===== src/rtl/column_frame_scheduler.sv =====
// column_frame_scheduler
//
// Double-buffer manager and write arbiter for the per-column wall-height RAM
// read by the raycast VGA renderer. Two requesters (CPU request/grant port and
// the raycast engine valid/ready stream) share one registered RAM write port
// that always targets the hidden (back) bank. The displayed (front) bank is
// swapped only on a vsync falling edge after a commit, so the renderer never
// shows a half-written frame.
//
// Handshake: a CPU write transfers in any cycle where cpu_req && cpu_gnt; an
// engine beat transfers in any cycle where eng_valid && eng_ready. Both
// grant/ready are combinational from the current requests and state, at most
// one of them is high per cycle, and a requester that is not granted must hold
// its address/data (and eng_last) stable until it is.
//
// Ports:
//   CLK, RESET            clock, asynchronous active-high reset
//   cpu_req/addr/data     CPU write request; cpu_gnt accepts it
//   cpu_commit            pulse: back bank complete, request a swap
//   eng_valid/col/data    engine write beat; eng_ready accepts it
//   eng_last              engine beat is the frame's last column (commit)
//   vs                    VGA vsync, active low
//   ram_we/addr/wdata     registered RAM write port, addr = {back bank, col}
//   disp_bank             front bank used by the display read port
//   frame_pending         commit armed, waiting for vsync
//   frame_count           swaps performed (wrapping)
//   drop_count            out-of-range writes discarded (saturating)
//   fsm_state             debug view of the FSM (0 = FILL, 1 = PENDING)

module column_frame_scheduler #(
    parameter int NUM_COLS = 320,
    parameter int COL_W    = 9,
    parameter int DATA_W   = 32
) (
    input  logic              CLK,
    input  logic              RESET,
    input  logic              cpu_req,
    input  logic [COL_W-1:0]  cpu_addr,
    input  logic [DATA_W-1:0] cpu_data,
    output logic              cpu_gnt,
    input  logic              cpu_commit,
    input  logic              eng_valid,
    input  logic [COL_W-1:0]  eng_col,
    input  logic [DATA_W-1:0] eng_data,
    input  logic              eng_last,
    output logic              eng_ready,
    input  logic              vs,
    output logic              ram_we,
    output logic [COL_W:0]    ram_addr,
    output logic [DATA_W-1:0] ram_wdata,
    output logic              disp_bank,
    output logic              frame_pending,
    output logic [15:0]       frame_count,
    output logic [7:0]        drop_count,
    output logic              fsm_state
);

    typedef enum logic {
        FILL    = 1'b0,
        PENDING = 1'b1
    } state_t;

    // Which requester won the most recent tie; the other one wins the next.
    typedef enum logic {
        RR_CPU = 1'b0,
        RR_ENG = 1'b1
    } rr_t;

    localparam logic [COL_W:0] NUM_COLS_W = (COL_W+1)'(NUM_COLS);

    state_t            state, state_next;
    rr_t               rr_last, rr_next;
    logic              vs_q;
    logic              vs_fall;
    logic              accept;
    logic              in_range;
    logic              swap;
    logic [COL_W-1:0]  acc_col;
    logic [DATA_W-1:0] acc_data;

    assign vs_fall       = vs_q & ~vs;
    assign frame_pending = (state == PENDING);
    assign fsm_state     = state;

    always_comb begin
        state_next = state;
        rr_next    = rr_last;
        cpu_gnt    = 1'b0;
        eng_ready  = 1'b0;
        swap       = 1'b0;

        case (state)
            FILL: begin
                if (cpu_req && eng_valid) begin
                    if (rr_last == RR_ENG) begin
                        cpu_gnt = 1'b1;
                        rr_next = RR_CPU;
                    end else begin
                        eng_ready = 1'b1;
                        rr_next   = RR_ENG;
                    end
                end else begin
                    cpu_gnt   = cpu_req;
                    eng_ready = eng_valid;
                end
                // A simultaneous cpu_commit and engine last beat is one commit.
                // A vsync edge seen here is ignored: the swap waits a frame.
                if (cpu_commit || (eng_ready && eng_last)) begin
                    state_next = PENDING;
                end
            end
            PENDING: begin
                if (vs_fall) begin
                    swap       = 1'b1;
                    state_next = FILL;
                end
            end
            default: state_next = FILL;
        endcase
    end

    assign accept   = cpu_gnt | eng_ready;
    assign acc_col  = cpu_gnt ? cpu_addr : eng_col;
    assign acc_data = cpu_gnt ? cpu_data : eng_data;
    assign in_range = ({1'b0, acc_col} < NUM_COLS_W);

    always_ff @(posedge CLK or posedge RESET) begin
        if (RESET) begin
            state <= FILL;
            rr_last <= RR_ENG;
            vs_q <= 1'b1;
            disp_bank <= 1'b0;
            frame_count <= 16'd0;
            drop_count <= 8'd0;
            ram_we <= 1'b0;
            ram_addr <= '0;
            ram_wdata <= '0;
        end else begin
            state <= state_next;
            rr_last <= rr_next;
            vs_q <= vs;
            ram_we <= 1'b0;

            if (accept) begin
                if (in_range) begin
                    // Back bank is sampled before any swap, so a write
                    // accepted in the commit cycle lands in the old back bank.
                    ram_we <= 1'b1;
                    ram_addr <= {~disp_bank, acc_col};
                    ram_wdata <= acc_data;
                end else if (drop_count != 8'hFF) begin
                    drop_count <= drop_count + 8'd1;
                end
            end

            if (swap) begin
                disp_bank <= ~disp_bank;
                frame_count <= frame_count + 16'd1;
            end
        end
    end

endmodule


===== config.mk =====
export PLATFORM = sky130hd
export DESIGN_NAME = column_frame_scheduler
export DESIGN_NICKNAME = d
export VERILOG_FILES = /design/src/rtl/column_frame_scheduler.sv
export SDC_FILE = /design/constraint.sdc
export NUM_CORES = 1
export LEC_CHECK = 0
export ABC_AREA = 1
export CAP_MARGIN = 20
export CORE_ASPECT_RATIO = 1.2
export CORE_UTILIZATION = 35
export CTS_BUF_LIST = sky130_fd_sc_hd__clkbuf_16
export CTS_CLUSTER_DIAMETER = 120
export DETAILED_ROUTE_END_ITERATION = 7
export PLACE_DENSITY = 0.8
export SYNTH_ARGS = -nofsm -noshare
export SYNTH_HDL_FRONTEND = slang
export SYNTH_SLANG_ARGS = --single-unit

===== constraint.sdc =====
create_clock -name CLK -period 2.2 [get_ports CLK]
set_clock_uncertainty 0.2 [all_clocks]
set_input_delay 0.33 -clock CLK [delete_from_list [all_inputs] [get_ports CLK]]
set_output_delay 0.33 -clock CLK [all_outputs]
set_load 0.1 [all_outputs]

==> results of run 1 <==
## through the flow
step	TNS (ns)	hold slack [ns]	util (%)	total power [mW]
6_report	0	0.258	54.6	9.29
5_1_grt	0	0.270	54.6	9.69
4_1_cts	0	0.262	54.6	9.36
3_5_place_dp	-0.153	0.260	51.3	7.81
3_3_place_gp	0	0.255	51.3	7.72
2_1_floorplan	0	0.134	-	6.49
## worst min path at each step
stage	from	endpoint	slack, ns
6_report	RESET	drop_count[0]$_DFFE_PP0P_	0.26
5_1_grt	vs	vs_q$_DFF_PP1_	0.27
4_1_cts	vs	vs_q$_DFF_PP1_	0.26
3_5_place_dp	ram_wdata[21]$_DFFE_PP0P_	ram_wdata[21]$_DFFE_PP0P_	0.26
3_3_place_gp	ram_wdata[19]$_DFFE_PP0P_	ram_wdata[19]$_DFFE_PP0P_	0.26
2_1_floorplan	vs	vs_q$_DFF_PP1_	0.13
## cell type report
| type | count | area, um^2 |
|---|---|---|
| Tap cell | 129 | 161 |
| Sequential cell | 71 | 1790 |
| Clock inverter | 7 | 88.8 |
| Clock buffer | 9 | 225 |
| Timing Repair Buffer | 175 | 1610 |
| Multi-Input combinational cell | 374 | 1700 |
| Inverter | 36 | 141 |
| Fill cell | 992 | 4750 |
## where the power goes
part           leakage (nW)  switching [mW]  total [mW]  internal, mW
clock                 0.154           0.533        1.52         0.984
sequential            0.873           0.333        2.15          1.81
combinational          2.00            4.50        5.63          1.12
## flip-flops by register name, summed over array words and instances (netlist names)
register,count
frame_count,16
drop_count,8
vs_q,1
ram_we,1
frame_pending,1
ram_wdata,32
rr_last,1
ram_addr,10
disp_bank,1
## layer usage
layer / vias to the layer above / share of wire, % / global-route usage, %
li1: 1882 / - / -
met1: 1701 / 41 / 21.5
met3: 18 / 7.5 / 4.23
met4: 0 / 1.7 / 7.45
met5: - / 0 / 0
met2: 122 / 50 / 33.4
## cell usage in the layout (no fill, tap or decap)
master,count
o21ai_0,2
inv_4,1
nand2_4,3
nand3_2,2
buf_4,82
clkinv_4,1
nand2_2,4
nor3_1,2
clkinv_1,1
clkinvlp_4,2
nor2_2,2
nand2_8,2
nor3b_1,1
inv_1,32
nand3b_1,3
nor2_1,14
clkinv_2,1
bufbuf_16,1
nor2_4,1
clkdlybuf4s50_1,88
xor2_1,10
nand3_1,52
dfstp_2,2
a21oi_1,1
dfrtp_2,5
xnor2_1,5
ha_1,2
o31ai_1,1
dfrtp_1,64
bufinv_16,2
buf_12,4
clkbuf_16,9
inv_2,3
nand2_1,256
nand4_1,11
## repair_timing
action / 4_1_cts / 5_1_grt
hold endpoints to repair: 0 / 0
gates resized for setup: 0 / 2
setup endpoints to repair: 1 / 1
gates cloned: 1 / 0
## tightest hold or removal path, stage by stage
cell	delay [ns]
clkdlybuf4s50_1	0.44
clkinvlp_4	0.10
buf_12	0.31
## logic make-up (layout without fill, tap and decap cells)
kind of cell / Yosys count / in the layout
adder cells (fa/ha/maj): 2 / 2
AND/OR/NAND/NOR: 353 / 353
XOR/XNOR: 15 / 15
flip-flops: 71 / 71
AO/OA/AOI/OAI: 4 / 4
buffers and inverters: 58 / 227
==> flow_metrics.tcl, run 1 <==
set metrics [dict create \
    area_growth_syn_to_layout_pct 52.4 \
    netlist_instances 503 \
    drc 0 \
    grt_max_degree 72 \
    worstPathArrival_ns 1.56 \
    wl_per_cell_um 13.1 \
    die_h_um 115 \
    crit_buf_inv 4 \
    num_rows 41 \
    synthDistinctLibCells 28 \
    rsz0062_at_grt "false" \
    crit_slowest_cell "dfstp_2" \
    dp_cells 784 \
    postCtsHoldBufs 0 \
    first_iter_violations 117 \
    finish.instance_area_um2 5720 \
    crit_type "flop to primary output" \
    die_x_um 96.5 \
    drive_gt1_share_pct 18.9 \
    maxCapViolCount 0 \
    clock.fmax_ghz 0.478 \
    yosys.area_share.simple_pct 40.6 \
    vdd_drop_max_uv 877 \
    clk_pin_slew_ns 0.06 \
    yosysSeqAreaShare_pct 47.4 \
    synth_top_family_by_area "simple AND/OR/NAND/NOR gates" \
    post-place-ws_ns -0.0479 \
    yosysWarningCount 0 \
    die_area_um2 11100 \
    leakage_nw 3.03 \
    final_cells 801 \
    synth_compound_area_share_pct 0.601 \
    fin_ws_ns 0.107 \
    critPathCapture "cpu_gnt" \
    cp_cell_sequence "inv_1 -> nand2_2 -> nand2_4 -> inv_4 -> buf_12 -> buf_12" \
    num_antenna_cells 0 \
    cts_setup_buffers 0 \
    synth.most_common_cell "nand2_1" \
    htree_num_levels 3 \
    grt_pass1_wl_mm 16.0 \
    core_um2 10500 \
    vias 3723 \
    postRouteAntennaNets 0 \
    fin_nets 758 \
    ys.flop_type "dfrtp_1" \
    drv_slew 0 \
    muxShareOfSynthArea_pct 0 \
    ios 161 \
    required_ns 1.67 \
    grt_overflow_total 0 \
    synth-edff-count 0 \
    slowest_delay_ns 0.53 \
    synth_largest_area_cell "dfrtp_1" \
    syn_area_per_cell_um2 7.45 \
    cp.depth 6 \
    yosys_register_bits 71 \
    critical-path-top-delay-family "flip-flops" \
    synth_xor_area_share_pct 3.50 \
    powerDensity_nw_per_um2 1630 \
    end_kind "primary output" \
    initial_core_util_pct 35.8 \
    place.gp.congestion 0.774 \
    finalCritPeriodShare_pct 95.1 \
    status "complete, no violations" \
    drtPass1Iterations 4 \
    via_per_inst 4.65 \
    grt_usage_pct 18.8 \
    synthAdderAreaFrac_pct 0.667 \
    clk_latency_ns 0.32 \
    hold_violations 0 \
    reg2reg_to "drop_count[3]$_DFFE_PP0P_" \
    portBuffers 160 \
    grt_pass1_vias 3473 \
    rr_worst_depth 10 \
    worstSetupStartpointType "flop" \
    worst_path_most_repeated_cell "buf_12" \
    startpoint "rr_last$_DFFE_PP1P_" \
    syn_area_um2 3750 \
    regToRegSetupSlack_ns 0.24 \
    r2r_start "rr_last$_DFFE_PP1P_" \
    antenna_found_initial 0 \
    cts_tree "built" \
    synth_common_cells "257 x nand2_1, 69 x dfrtp_1, 52 x nand3_1, 32 x inv_1, 14 x nor2_1" \
    synthTopCellsByArea "dfrtp_1 46%, nand2_1 26%, nand3_1 6.9%, inv_1 3.2%, xor2_1 2.3%" \
    hp-class "primary input to async pin" \
    relSlewSlack_pct 75.0 \
    setup_viol 0 \
    worstPathMaxFanout 20 \
    routed_wl_mm 10.5 \
    place_hpwl_mm 7.71 \
    async_reset_ff_share_pct 100 \
    synth_nets 594 \
    cts_root_buf "clkbuf_16" \
    worst_slew_pin_slew_ns 0.375 \
    cts_buffers 9 \
    period_minus_slack_ns 2.09 \
    clockBufferDepth 2 \
    place_area_um2 5360 \
    cts_sinks 71 \
    yosysTopAreaCellShare_pct 46.0 \
]
(Power assumes the default switching activity.)
==> run 2, diff against run 1 <==
--- a/config.mk
+++ b/config.mk
@@ -12,7 +12,7 @@
 export CTS_BUF_LIST = sky130_fd_sc_hd__clkbuf_16
 export CTS_CLUSTER_DIAMETER = 120
 export DETAILED_ROUTE_END_ITERATION = 7
-export PLACE_DENSITY = 0.8
+export PLACE_DENSITY = 0.77
 export SYNTH_ARGS = -nofsm -noshare
 export SYNTH_HDL_FRONTEND = slang
 export SYNTH_SLANG_ARGS = --single-unit
==> constraint.sdc (replaced) <==
create_clock -name CLK -period 2.3 [get_ports CLK]
set_clock_uncertainty 0.2 [all_clocks]
set_input_delay 0.345 -clock CLK [delete_from_list [all_inputs] [get_ports CLK]]
set_output_delay 0.345 -clock CLK [all_outputs]
set_load 0.1 [all_outputs]
==> run 2 against run 1 <==
Register-to-register slack better by 0.17 ns. Via count up 1.5%. First-iteration DRC count up 24%. Worst hold slack worse by 0.0056 ns. Non-clock buffer count down 2. Largest power group unchanged.
==> flow_metrics.tcl, run 2 (synthesis gave the netlist of run 1 again) <==
set metrics [dict create \
    tns_ns 0 \
    place_hpwl_mm 7.89 \
    worst_slew_pin_slew_ns 0.611 \
    place_area_um2 5380 \
    pwr-share-clk_pct 16.3 \
    hold_violations 0 \
    routed_wl_mm 10.7 \
    drv_slew 0 \
    place.gp.congestion 0.804 \
    fin_ws_ns 0.133 \
    vdd_drop_max_uv 1050 \
    die_h_um 115 \
    setup_viol 0 \
    die_x_um 96.5 \
    worst_path_most_repeated_cell "buf_12" \
    die_area_um2 11100 \
    postCtsHoldBufs 0 \
    clk_latency_ns 0.33 \
    fill_cells 986 \
    p_switching_mw 5.16 \
    cts_resized 0 \
    reg_top3 "ram_wdata x32, frame_count x16, ram_addr x10" \
    period_minus_slack_ns 2.17 \
    whs_ns 0.253 \
    num_antenna_cells 0 \
    finish.instance_area_um2 5690 \
    cp_cell_sequence "inv_1 -> nand2_1 -> nand2_4 -> inv_2 -> buf_12 -> buf_12" \
    top_register "ram_wdata" \
    grt_overflow_total 0 \
    area_growth_syn_to_layout_pct 51.8 \
    leakage_nw 3.02 \
    comb_power_share_pct 60.5 \
    clockBufferDepth 2 \
    portBuffers 160 \
    crit_slowest_cell "dfstp_2" \
    ios 161 \
    cts_buffers 9 \
    num_rows 41 \
    worstPathMaxFanout 29 \
    p_int_mw 3.74 \
    antenna_found_initial 1 \
    final_cells 799 \
    cts_tree "built" \
    vias 3778 \
    core_um2 10500 \
    post-place-ws_ns 0.0901 \
    fin_util_pct 54.4 \
    dp_cells 783 \
    sequentialPowerShare_pct 23.2 \
    final_common_cell "nand2_1" \
    crit_type "flop to primary output" \
    slowest_delay_ns 0.53 \
    grt_max_degree 44 \
    cts_setup_buffers 0 \
    via_per_inst 4.73 \
    largest_reg_flops 32 \
    grt_usage_pct 19.3 \
    fin_nets 756 \
    clock.fmax_ghz 0.462 \
    first_iter_violations 145 \
    grt_pass1_wl_mm 16.4 \
    rsz0062_at_grt "false" \
    cts_sinks 71 \
    total_power_mw 8.90 \
    postRouteAntennaNets 0 \
    hp-class "primary input to async pin" \
    relSlewSlack_pct 59.1 \
    status "complete, no violations" \
    p_sw_share_pct 58.0 \
    htree_num_levels 3 \
    powerDensity_nw_per_um2 1560 \
    clk_pin_slew_ns 0.05 \
    drtPass1Iterations 4 \
    initial_core_util_pct 35.8 \
    finalCritPeriodShare_pct 94.2 \
    worstPathArrival_ns 1.62 \
    maxCapViolCount 0 \
    drive_gt1_share_pct 18.2 \
    drc 0 \
    required_ns 1.75 \
    mostFrequentLayoutCells "257 x nand2_1, 88 x clkdlybuf4s50_1, 79 x buf_4, 66 x dfrtp_1, 52 x nand3_1" \
    cts_root_buf "clkbuf_16" \
    end_kind "primary output" \
    worstSetupStartpointType "flop" \
    wl_per_cell_um 13.4 \
    grt_pass1_vias 3588 \
]
-- run 2: cell types whose count changed in the layout (fill, tap and decap cells not counted) --
| cell | delta |
|---|---|
| inv_2 | +1 |
| nand2_2 | -1 |
| buf_12 | +2 |
| buf_4 | -3 |
| inv_4 | -1 |
| bufbuf_16 | -1 |
| nand2_1 | +1 |
| dfrtp_1 | +2 |
| dfrtp_2 | -2 |
-- run 2: worst paths after layout --
kind	start	to	slack, ns	cells after the start
worst max-delay path	rr_last$_DFFE_PP1P_	cpu_gnt	0.13	6
worst min-delay path	RESET	frame_count[9]$_DFFE_PP0P_	0.25	2
worst max register to register	rr_last$_DFFE_PP1P_	drop_count[4]$_DFFE_PP0P_	0.41	10
worst min register to register	ram_addr[6]$_DFFE_PP0P_	ram_addr[6]$_DFFE_PP0P_	0.27	2
max in group asynchronous	RESET	drop_count[2]$_DFFE_PP0P_	1.12	3
min in group CLK	vs	vs_q$_DFF_PP1_	0.27	1
-- run 2: power groups by stage --
stage / Combinational, mW / Clock (mW) / Sequential [mW]
finish: 5.38 / 1.45 / 2.07
detailed placement: 5.40 / 0 / 2.08
global route: 5.58 / 1.54 / 2.13
floorplan: 0.786 / 0 / 5.41
CTS: 5.41 / 1.49 / 2.07
global placement: 5.34 / 0 / 2.07
-- run 2: layer usage --
layer,GRT usage [%],up-vias,routed length (um)
met5,0,-,9
met4,4.90,2,95
met3,6.42,12,924
met2,35.8,128,5510
met1,20.7,1757,4180
li1,-,1879,-
-- run 2: final cells by class --
class / count / area (um^2) / area share [%]
Clock buffer: 9 / 225 / 3.96
Clock inverter: 7 / 88.8 / 1.56
Inverter: 36 / 139 / 2.44
Multi-Input combinational cell: 374 / 1700 / 29.9
Sequential cell: 71 / 1780 / 31.3
Tap cell: 129 / 161 / 2.84
Timing Repair Buffer: 173 / 1590 / 28.0
-- run 2: worst max-delay path, delay by kind of cell (launching register included) --
kind | cells | cell delay (ns)
buffers and inverters | 4 | 0.51
flip-flops | 1 | 0.53
AND/OR/NAND/NOR | 2 | 0.23
